$ cat src/rtl/window_gen_pkg.sv
// Shared types and elaboration-time helpers for the strided window generator.
package window_gen_pkg;

    typedef enum logic [1:0] {IDLE, ACTIVE, DRAIN, DONE} state_e;

    // Width of a counter that must hold 0..n-1 (never narrower than 1 bit).
    function automatic int cnt_w(input int n);
        return (n <= 2) ? 1 : $clog2(n);
    endfunction

    // Number of full windows along one dimension.
    function automatic int win_count(input int n, input int k, input int s);
        return (n - k) / s + 1;
    endfunction

endpackage

$ cat src/rtl/window_line_buffer.sv
// One raster row of pixel history; combinational read of the entry being overwritten.
module window_line_buffer #(
    parameter int COLS       = 20,
    parameter int DATA_WIDTH = 16,
    parameter int AW         = 5
) (
    input  logic                  clk,
    input  logic                  we,
    input  logic [AW-1:0]         addr,
    input  logic [DATA_WIDTH-1:0] wdata,
    output logic [DATA_WIDTH-1:0] rdata
);

    logic [DATA_WIDTH-1:0] mem [COLS];

    always_ff @(posedge clk) begin
        if (we) mem[addr] <= wdata;
    end

    assign rdata = mem[addr];

endmodule

$ cat src/rtl/strided_window_gen.sv
// Raster-in, K x K window-out generator emitting only STRIDE-aligned windows.
module strided_window_gen
    import window_gen_pkg::*;
#(
    parameter int ROWS        = 20,
    parameter int COLS        = 20,
    parameter int DATA_WIDTH  = 16,
    parameter int KERNEL_SIZE = 3,
    parameter int STRIDE      = 2
) (
    input  logic                                             clk_100MHz,
    input  logic                                             rst_n,
    input  logic                                             start,
    input  logic                                             in_valid,
    output logic                                             in_ready,
    input  logic [DATA_WIDTH-1:0]                            in_data,
    output logic                                             out_valid,
    input  logic                                             out_ready,
    output logic [KERNEL_SIZE*KERNEL_SIZE*DATA_WIDTH-1:0]    out_window,
    output logic [cnt_w(ROWS)-1:0]                           out_row,
    output logic [cnt_w(COLS)-1:0]                           out_col,
    output logic                                             busy,
    output logic                                             done
);

    localparam int K  = KERNEL_SIZE;
    localparam int DW = DATA_WIDTH;
    localparam int RW = cnt_w(ROWS);
    localparam int CW = cnt_w(COLS);
    localparam int PW = cnt_w(STRIDE);

    localparam logic [RW-1:0] ROW_LAST = RW'(ROWS - 1);
    localparam logic [CW-1:0] COL_LAST = CW'(COLS - 1);
    localparam logic [RW-1:0] ROW_EDGE = RW'(K - 1);
    localparam logic [CW-1:0] COL_EDGE = CW'(K - 1);
    localparam logic [PW-1:0] PH_LAST  = PW'(STRIDE - 1);

    state_e state, state_nxt;

    logic [RW-1:0] row, win_row;
    logic [CW-1:0] col, win_col;
    logic [PW-1:0] row_phase, col_phase;

    logic accept, frame_end, row_ok, col_ok, emit;

    logic [K-2:0][DW-1:0]        lb_rd, lb_wr;
    logic [K-1:0][K-1:0][DW-1:0] win, win_nxt;

    assign in_ready  = (state == ACTIVE) && (!out_valid || out_ready);
    assign accept    = in_valid && in_ready;
    assign frame_end = accept && (row == ROW_LAST) && (col == COL_LAST);
    assign row_ok    = (row >= ROW_EDGE);
    assign col_ok    = (col >= COL_EDGE);
    assign emit      = accept && row_ok && col_ok && (row_phase == '0) && (col_phase == '0);

    // Line buffer 0 holds the previous row; buffer i holds the row i+1 above it.
    for (genvar gi = 0; gi < K - 1; gi++) begin : g_lb
        if (gi == 0) begin : g_head
            assign lb_wr[gi] = in_data;
        end else begin : g_tail
            assign lb_wr[gi] = lb_rd[gi-1];
        end
        window_line_buffer #(
            .COLS       (COLS),
            .DATA_WIDTH (DW),
            .AW         (CW)
        ) u_lb (
            .clk   (clk_100MHz),
            .we    (accept),
            .addr  (col),
            .wdata (lb_wr[gi]),
            .rdata (lb_rd[gi])
        );
    end

    always_comb begin
        win_nxt = win;
        for (int r = 0; r < K; r++) begin
            for (int c = 0; c < K - 1; c++) begin
                win_nxt[r][c] = win[r][c+1];
            end
        end
        for (int r = 0; r < K - 1; r++) begin
            win_nxt[r][K-1] = lb_rd[K-2-r];
        end
        win_nxt[K-1][K-1] = in_data;
    end

    always_ff @(posedge clk_100MHz) begin
        if (!rst_n) state <= IDLE;
        else        state <= state_nxt;
    end

    always_comb begin
        state_nxt = state;
        busy      = 1'b0;
        done      = 1'b0;
        case (state)
            IDLE:   if (start) state_nxt = ACTIVE;
            ACTIVE: begin
                busy = 1'b1;
                if (frame_end) state_nxt = DRAIN;
            end
            // Leave once the output register is empty or emptying this cycle.
            DRAIN: begin
                busy = 1'b1;
                if (!out_valid || out_ready) state_nxt = DONE;
            end
            DONE: begin
                done      = 1'b1;
                state_nxt = IDLE;
            end
            default: state_nxt = IDLE;
        endcase
    end

    always_ff @(posedge clk_100MHz) begin
        if (!rst_n) begin
            row       <= '0;
            col       <= '0;
            row_phase <= '0;
            col_phase <= '0;
            win_row   <= '0;
            win_col   <= '0;
        end else if (state == IDLE && start) begin
            row       <= '0;
            col       <= '0;
            row_phase <= '0;
            col_phase <= '0;
            win_row   <= '0;
            win_col   <= '0;
        end else if (accept) begin
            if (col == COL_LAST) begin
                col       <= '0;
                col_phase <= '0;
                win_col   <= '0;
                if (row == ROW_LAST) begin
                    row       <= '0;
                    row_phase <= '0;
                    win_row   <= '0;
                end else begin
                    row <= row + RW'(1);
                    // Phases stay at 0 until the first full window edge is reached.
                    if (row_ok)
                        row_phase <= (row_phase == PH_LAST) ? '0 : row_phase + PW'(1);
                    if (row_ok && row_phase == '0)
                        win_row <= win_row + RW'(1);
                end
            end else begin
                col <= col + CW'(1);
                if (col_ok)
                    col_phase <= (col_phase == PH_LAST) ? '0 : col_phase + PW'(1);
                if (emit)
                    win_col <= win_col + CW'(1);
            end
        end
    end

    always_ff @(posedge clk_100MHz) begin
        if (!rst_n) begin
            win        <= '0;
            out_valid  <= 1'b0;
            out_window <= '0;
            out_row    <= '0;
            out_col    <= '0;
        end else begin
            if (accept) win <= win_nxt;
            if (emit) begin
                out_valid  <= 1'b1;
                out_window <= win_nxt;
                out_row    <= win_row;
                out_col    <= win_col;
            end else if (out_ready) begin
                out_valid <= 1'b0;
            end
        end
    end

endmodule
$ cat config.mk
export PLATFORM = sky130hd
export DESIGN_NAME = strided_window_gen
export DESIGN_NICKNAME = d
export VERILOG_FILES = /design/src/rtl/window_gen_pkg.sv /design/src/rtl/window_line_buffer.sv /design/src/rtl/strided_window_gen.sv
export SDC_FILE = /design/constraint.sdc
export NUM_CORES = 1
export LEC_CHECK = 0
export CORE_MARGIN = 3
export CORE_UTILIZATION = 45
export DETAILED_ROUTE_END_ITERATION = 10
export PLACE_DENSITY = 0.71
export SLEW_MARGIN = 10
export SYNTH_ARGS = -nofsm -noshare
export SYNTH_HDL_FRONTEND = slang
export SYNTH_SLANG_ARGS = --single-unit
export TNS_END_PERCENT = 5
$ cat constraint.sdc
create_clock -name clk_100MHz -period 6.7 [get_ports clk_100MHz]
set_input_delay 0.67 -clock clk_100MHz [delete_from_list [all_inputs] [get_ports clk_100MHz]]
set_output_delay 0.67 -clock clk_100MHz [all_outputs]
set_load 0.005 [all_outputs]
==> impl_metrics.json, run 1 <==
{
  "slew_viol_final": 0,
  "hp-class": "flip-flop to flip-flop",
  "crit_arrival_ps": 3850,
  "synth_edf_count": 640,
  "io_pins": 179,
  "wl_per_cell_um": 23.1,
  "hold_violations": 0,
  "fmax_ghz": 0.268,
  "critPathMaxFanout": 28,
  "max_slew_margin_pct": 16.3,
  "grt_pass1_vias": 20800,
  "antenna_found_initial": 1,
  "cts_tree": "done",
  "cp_slowest_cell": "nand2b_1",
  "r2r-end": "g_lb[1].u_lb.mem[18][4]$_DFFE_PP_",
  "peakVddDrop_mv": 0.201,
  "synthCells": 2482,
  "diodes": 0,
  "crit_buf_inv": 0,
  "synthArstFlopShare_pct": 0,
  "synth_area_leader_cell": "edfxtp_1",
  "syn_nets": 2516,
  "seq_area_sq_um": 24800,
  "holdBufCountCts": 0,
  "setup_violations": 0,
  "hold_end": "out_window[102]$_SDFFE_PN0P_",
  "critPathLaunchType": "flip-flop",
  "start_util_pct": 45.7,
  "status": "finished clean",
  "placementRows": 101,
  "crit_type": "flip-flop to flip-flop",
  "fin_crit_sh_pct": 55.8,
  "ys_warn_count": 0,
  "skew_ps": 26.7,
  "worstMarginPinSlew_ps": 1260,
  "r2r_slack_ps": 2960,
  "period_needed_ps": 3740,
  "synth_area_leaders": "edfxtp_1 55%, dfxtp_1 16%, mux2i_1 7.4%, nand2_1 5.1%, a21boi_0 2.1%",
  "worstHoldStart": "win[118]$_SDFFE_PN0P_",
  "synth_top_area_share_pct": 55.1,
  "multi_input_area_sq_um": 9450,
  "via_per_inst": 5.69,
  "fin_setup_tns_ps": 0,
  "required_ps": 6810,
  "clockRootBuffer": "clkbuf_16",
  "use_met2_pct": 33.5,
  "reg2regPathDepth": 4,
  "io_buffer_count": 178,
  "cp_cell_sequence": "nand2b_1 -> o22ai_1 -> nor2_1 -> nand3_1",
  "fin_nets": 2659,
  "syn-mean-instance-area_sq_um": 14.1,
  "crit_family": "simple AND/OR/NAND/NOR gates",
  "num_vias": 21200,
  "leakagePower_nw": 12.4,
  "grt_max_degree": 143,
  "syn_area_sq_um": 34900,
  "grt_pass1_wl_um": 129000,
  "slowest_delay_ps": 1050,
  "clkSinkCount": 920,
  "grt_setup_unrepaired": "no",
  "dp.final_hpwl_um": 49500,
  "core_area_sq_um": 76300,
  "ant_nets": 0,
  "post_cts_buffers": 0,
  "grt_use_total_pct": 21.0,
  "drc": 0,
  "grt_busiest_layer": "met2",
  "met1_usage_pct": 28.7,
  "wirelength_um": 86200,
  "ys_seq_area_share_pct": 71.2,
  "dieArea_sq_um": 80900,
  "cts_buffers": 87,
  "utilization_pct": 53.3,
  "critPathCaptureType": "flip-flop",
  "ys_types": 50,
  "die_width_um": 284,
  "globalRouteOverflowTotal": 0,
  "clk_path_buf_depth": 3,
  "hold_depth": 2,
  "ys_ff_latch": 920,
  "drv_cap": 0,
  "clock_latency_ps": 640,
  "globalplace.congestion": 0.785,
  "clk_pin_slew_ps": 60,
  "gr-usage-met3_pct": 4.72,
  "drive_above_1_share_pct": 8.98,
  "powerDensity_nw_per_um2": 308,
  "synth_ff_type": "edfxtp_1",
  "die_h_um": 284,
  "drt_iter0_drc": 2052,
  "post_cts_resized": 0,
  "area_delta_synth_final_pct": 16.6,
  "num-fill-cells": 6103,
  "first_pass_iters": 5,
  "htreeDepth": 3
}
## metrics by stage
step | power [mW] | hold WS, ps | std cells | instance area, sq um | setup WS [ps]
2_1_floorplan | 7.12 | 431 | 2482 | 34900 | 2460
3_3_place_gp | 7.49 | 437 | 3566 | 37700 | 2800
3_5_place_dp | 7.53 | 444 | 3566 | 37700 | 2680
4_1_cts | 12.6 | 451 | 3726 | 40700 | 2950
5_1_grt | 12.9 | 469 | 3726 | 40700 | 2710
6_report | 12.5 | 452 | 3726 | 40700 | 2960
## cell families after synthesis
logic type	synth area share (%)
adders and majority gates	0.466
AOI/OAI and AO/OA	8.96
and+or+nand+nor	7.47
buffers and inverters	2.19
xor gates and xnor gates	0.251
muxes	9.50
DFF	71.2
## layer usage
metal  part of all wire, %  vias to the layer above  wire length (um)
li1                      -                     9504                 -
met1                    42                    10600             35800
met2                    47                      926             40300
met3                   9.1                      145              7820
met4                   2.6                        4              2220
met5                 0.093                        -                80
## layout make-up
class	instances	share of cell area, %
sequential	920	61.0
multi-input combinational	1394	23.2
clock buffer	114	5.98
timing repair buffer	215	5.13
tap	1030	3.17
clock inverter	46	1.39
inverter	7	0.0646
## flip-flops by register name (all words and copies together) (netlist names), named ones only
| signal | count |
|---|---|
| win_col | 5 |
| col_phase | 1 |
| out_col | 5 |
| col | 5 |
| state | 2 |
| row_phase | 1 |
| g_lb.u_lb.mem | 640 |
| out_valid | 1 |
| out_window | 144 |
| out_row | 5 |
| row | 5 |
| win | 96 |
| win_row | 5 |
## worst reg2reg max path, cell delays in order (launching register included)
cell and delay [ps]:
dfxtp_2 950, nand2b_1 1060, o22ai_1 180, nor2_1 330, nand3_1 680
## worst max path at each step
| stage | from | depth (start not counted) | to | slack (ps) |
|---|---|---|---|---|
| global placement | in_valid | 7 | out_window[39]$_SDFFE_PN0P_ | 2800 |
| detailed placement | out_ready | 7 | out_window[40]$_SDFFE_PN0P_ | 2680 |
| finish | flip-flop | 4 | g_lb[1].u_lb.mem[18][4]$_DFFE_PP_ | 2960 |
| floorplan | in_valid | 7 | g_lb[0].u_lb.mem[10][0]$_DFFE_PP_ | 2460 |
| global route | flip-flop | 4 | g_lb[1].u_lb.mem[17][12]$_DFFE_PP_ | 2710 |
| CTS | flip-flop | 4 | g_lb[1].u_lb.mem[17][12]$_DFFE_PP_ | 2950 |
## power by group
group          internal [mW]  switching [mW]  leakage, nW  total (mW)
clock network           3.03            2.07         1.46        5.10
logic                  0.254           0.659         2.96       0.913
registers               6.38           0.131         8.01        6.51
total                   9.66            2.86         12.4        12.5
## layout by cell type (no fill, tap or decap), types with 6 or more instances in the layout
master	instances
edfxtp_1	640
nand2_1	473
dfxtp_1	278
mux2i_1	259
clkdlybuf4s50_1	177
a21boi_0	99
clkbuf_16	91
a21boi_1	90
o21ai_0	72
o22ai_1	64
nor2_1	37
buf_4	35
nand4_1	34
a31oi_1	34
a22oi_1	32
mux4_2	32
a41oi_1	32
nand3_1	22
a211oi_1	16
clkbuf_1	16
clkinv_2	15
ha_1	13
nor2_4	12
bufinv_16	12
a21oi_1	9
clkinv_1	8
inv_1	7
or3_1	7
clkbuf_8	7
nor3_2	6
xor2_1	6
## cell usage after synthesis, drive strengths merged (34+ instances only)
cell	n
a31oi	34
o22ai	64
edfxtp	640
nand4	34
dfxtp	280
clkbuf	79
mux2i	259
nand2	476
buf	82
nor2	51
a21boi	189
o21ai	73
Power figures use the tool's default switching activity.
==> run 2: changes to the inputs <==
- clock period: 6.7 -> 3.85 ns (I/O delays scaled with it)
==> run 2 against run 1 <==
Combinational power rose by 85%; clock skew down 3.9 ps; via count is 2.5% higher; final cell count up 1.2%; first-iteration DRC count is 7.2% higher; fmax increased by 24%; count of clock-buffer cells in the layout is 8 higher; flip-flop and latch count did not move; global-route usage grew 0.65 points; worst hold slack got worse by 270 ps; largest cell class unchanged; highest routed layer unchanged.
==> impl_metrics.json, run 2 (synthesis gave the netlist of run 1 again) <==
{
  "slew_viol_final": 0,
  "powerDensity_nw_per_um2": 523,
  "reg2regPathDepth": 5,
  "antenna_found_initial": 1,
  "layout_common_cells": "640 x edfxtp_1, 473 x nand2_1, 278 x dfxtp_1",
  "placementRows": 101,
  "largest_register": "g_lb.u_lb.mem",
  "post_cts_buffers": 0,
  "dieArea_sq_um": 80900,
  "crit_cells": 5,
  "fin_crit_sh_pct": 78.0,
  "skew_ps": 22.8,
  "grt_pass1_vias": 21000,
  "slowest_delay_ps": 850,
  "power_frac_clock_pct": 39.4,
  "wl_per_cell_um": 23.7,
  "clockRootBuffer": "clkbuf_16",
  "required_ps": 4040,
  "cp_slowest_cell": "nor2b_2",
  "via_per_inst": 5.77,
  "first_pass_iters": 6,
  "leakagePower_nw": 12.6,
  "setup_violations": 0,
  "fmax_ghz": 0.333,
  "grt_setup_unrepaired": "no",
  "peakVddDrop_mv": 0.300,
  "worstMarginPinSlew_ps": 1310,
  "seqPwrFrac_pct": 52.7,
  "post-place-ws_ps": 967,
  "clk_path_buf_depth": 3,
  "drive_above_1_share_pct": 10.0,
  "hold_depth": 3,
  "p_switching_mw": 4.98,
  "die_h_um": 284,
  "comb_power_share_pct": 7.9,
  "clk_pin_slew_ps": 60,
  "critPathMaxFanout": 20,
  "switching_share_pct": 23.2,
  "critPathCaptureType": "flip-flop",
  "status": "finished clean",
  "final_common_cell": "edfxtp_1",
  "largest_reg_flops": 640,
  "critPathLaunchType": "flip-flop",
  "grt_pass1_wl_um": 133000,
  "finalWorstSetupSlack_ps": 848,
  "r2r_slack_ps": 850,
  "area_delta_synth_final_pct": 17.5,
  "ant_nets": 0,
  "grt_max_degree": 125,
  "core_area_sq_um": 76300,
  "diodes": 0,
  "wirelength_um": 89200,
  "drc": 0,
  "globalplace.congestion": 0.796,
  "internal_power_mw": 16.5,
  "cts_tree": "done",
  "num_vias": 21800,
  "cp_cell_sequence": "nor2b_2 -> buf_4 -> nand2_1 -> nand4_1 -> nand3_1",
  "largestRegisters": "g_lb.u_lb.mem: 640 flops, out_window: 144 flops, win: 96 flops",
  "worstHoldStart": "rst_n",
  "holdBufCountCts": 0,
  "crit_buf_inv": 1,
  "hp-class": "input port to flip-flop",
  "max_slew_margin_pct": 12.5,
  "clock_latency_ps": 640,
  "r2r-end": "g_lb[1].u_lb.mem[19][0]$_DFFE_PP_",
  "utilization_pct": 53.7,
  "crit_arrival_ps": 3190,
  "globalRouteOverflowTotal": 0,
  "io_pins": 179,
  "clkSinkCount": 920,
  "period_needed_ps": 3000,
  "fin_nets": 2703,
  "cts_buffers": 86,
  "drt_iter0_drc": 2200,
  "start_util_pct": 45.7,
  "crit_family": "simple AND/OR/NAND/NOR gates",
  "dp.final_hpwl_um": 54900,
  "hold_violations": 0,
  "hold_end": "win[32]$_SDFFE_PN0P_",
  "htreeDepth": 3,
  "grt_use_total_pct": 21.6,
  "crit_type": "flip-flop to flip-flop",
  "die_width_um": 284,
  "post_cts_resized": 0,
  "drv_cap": 0,
  "io_buffer_count": 178
}
[run 2: worst min-delay path: stages]
cell     delay (ps)
buf_6           200
o21ai_0         120
a31oi_1          40
[run 2: how the worst max path moves through the flow]
stage / endpoint
finish: g_lb[1].u_lb.mem[19][0]$_DFFE_PP_
global route: g_lb[1].u_lb.mem[10][0]$_DFFE_PP_
CTS: g_lb[1].u_lb.mem[2][9]$_DFFE_PP_
detailed placement: g_lb[1].u_lb.mem[18][9]$_DFFE_PP_
global placement: g_lb[1].u_lb.mem[16][9]$_DFFE_PP_
floorplan: g_lb[0].u_lb.mem[8][0]$_DFFE_PP_
[run 2: layout make-up]
class	instances	area, sq um
Fill cell	6089	35300
Tap cell	1030	1290
Multi-Input combinational cell	1394	9450
Sequential cell	920	24800
Inverter	7	26.3
Clock buffer	122	2390
Clock inverter	38	418
Timing Repair Buffer	260	2600
[run 2: layer usage]
| layer | up-vias | GRT usage (%) | share of wire, % |
|---|---|---|---|
| met2 | 1028 | 35.8 | 48 |
| met5 | - | 0 | 0.015 |
| met3 | 133 | 3.57 | 8.6 |
| met1 | 11000 | 29.9 | 41 |
| met4 | 2 | 5.70 | 2.0 |
| li1 | 9599 | - | - |
[run 2: per-stage QoR]
| step | setup TNS (ps) | hold WS (ps) | total power, mW | cell area [sq um] | cells |
|---|---|---|---|---|---|
| after global routing | 0 | 194 | 22.1 | 41000 | 3771 |
| after global placement | 0 | 436 | 13.1 | 38200 | 3611 |
| after detailed placement | 0 | 445 | 13.2 | 38200 | 3611 |
| after CTS | 0 | 165 | 21.5 | 41000 | 3771 |
| after floorplan | -17420 | 431 | 12.4 | 34900 | 2482 |
| final | 0 | 182 | 21.4 | 41000 | 3771 |
[run 2: power by group through the flow]
stage	Combinational (mW)	Clock [mW]	Sequential [mW]
6_report	1.69	8.45	11.3
5_1_grt	1.83	8.94	11.3
4_1_cts	1.68	8.54	11.3
3_5_place_dp	1.67	0	11.5
3_3_place_gp	1.61	0	11.5
2_1_floorplan	1.01	0	11.4
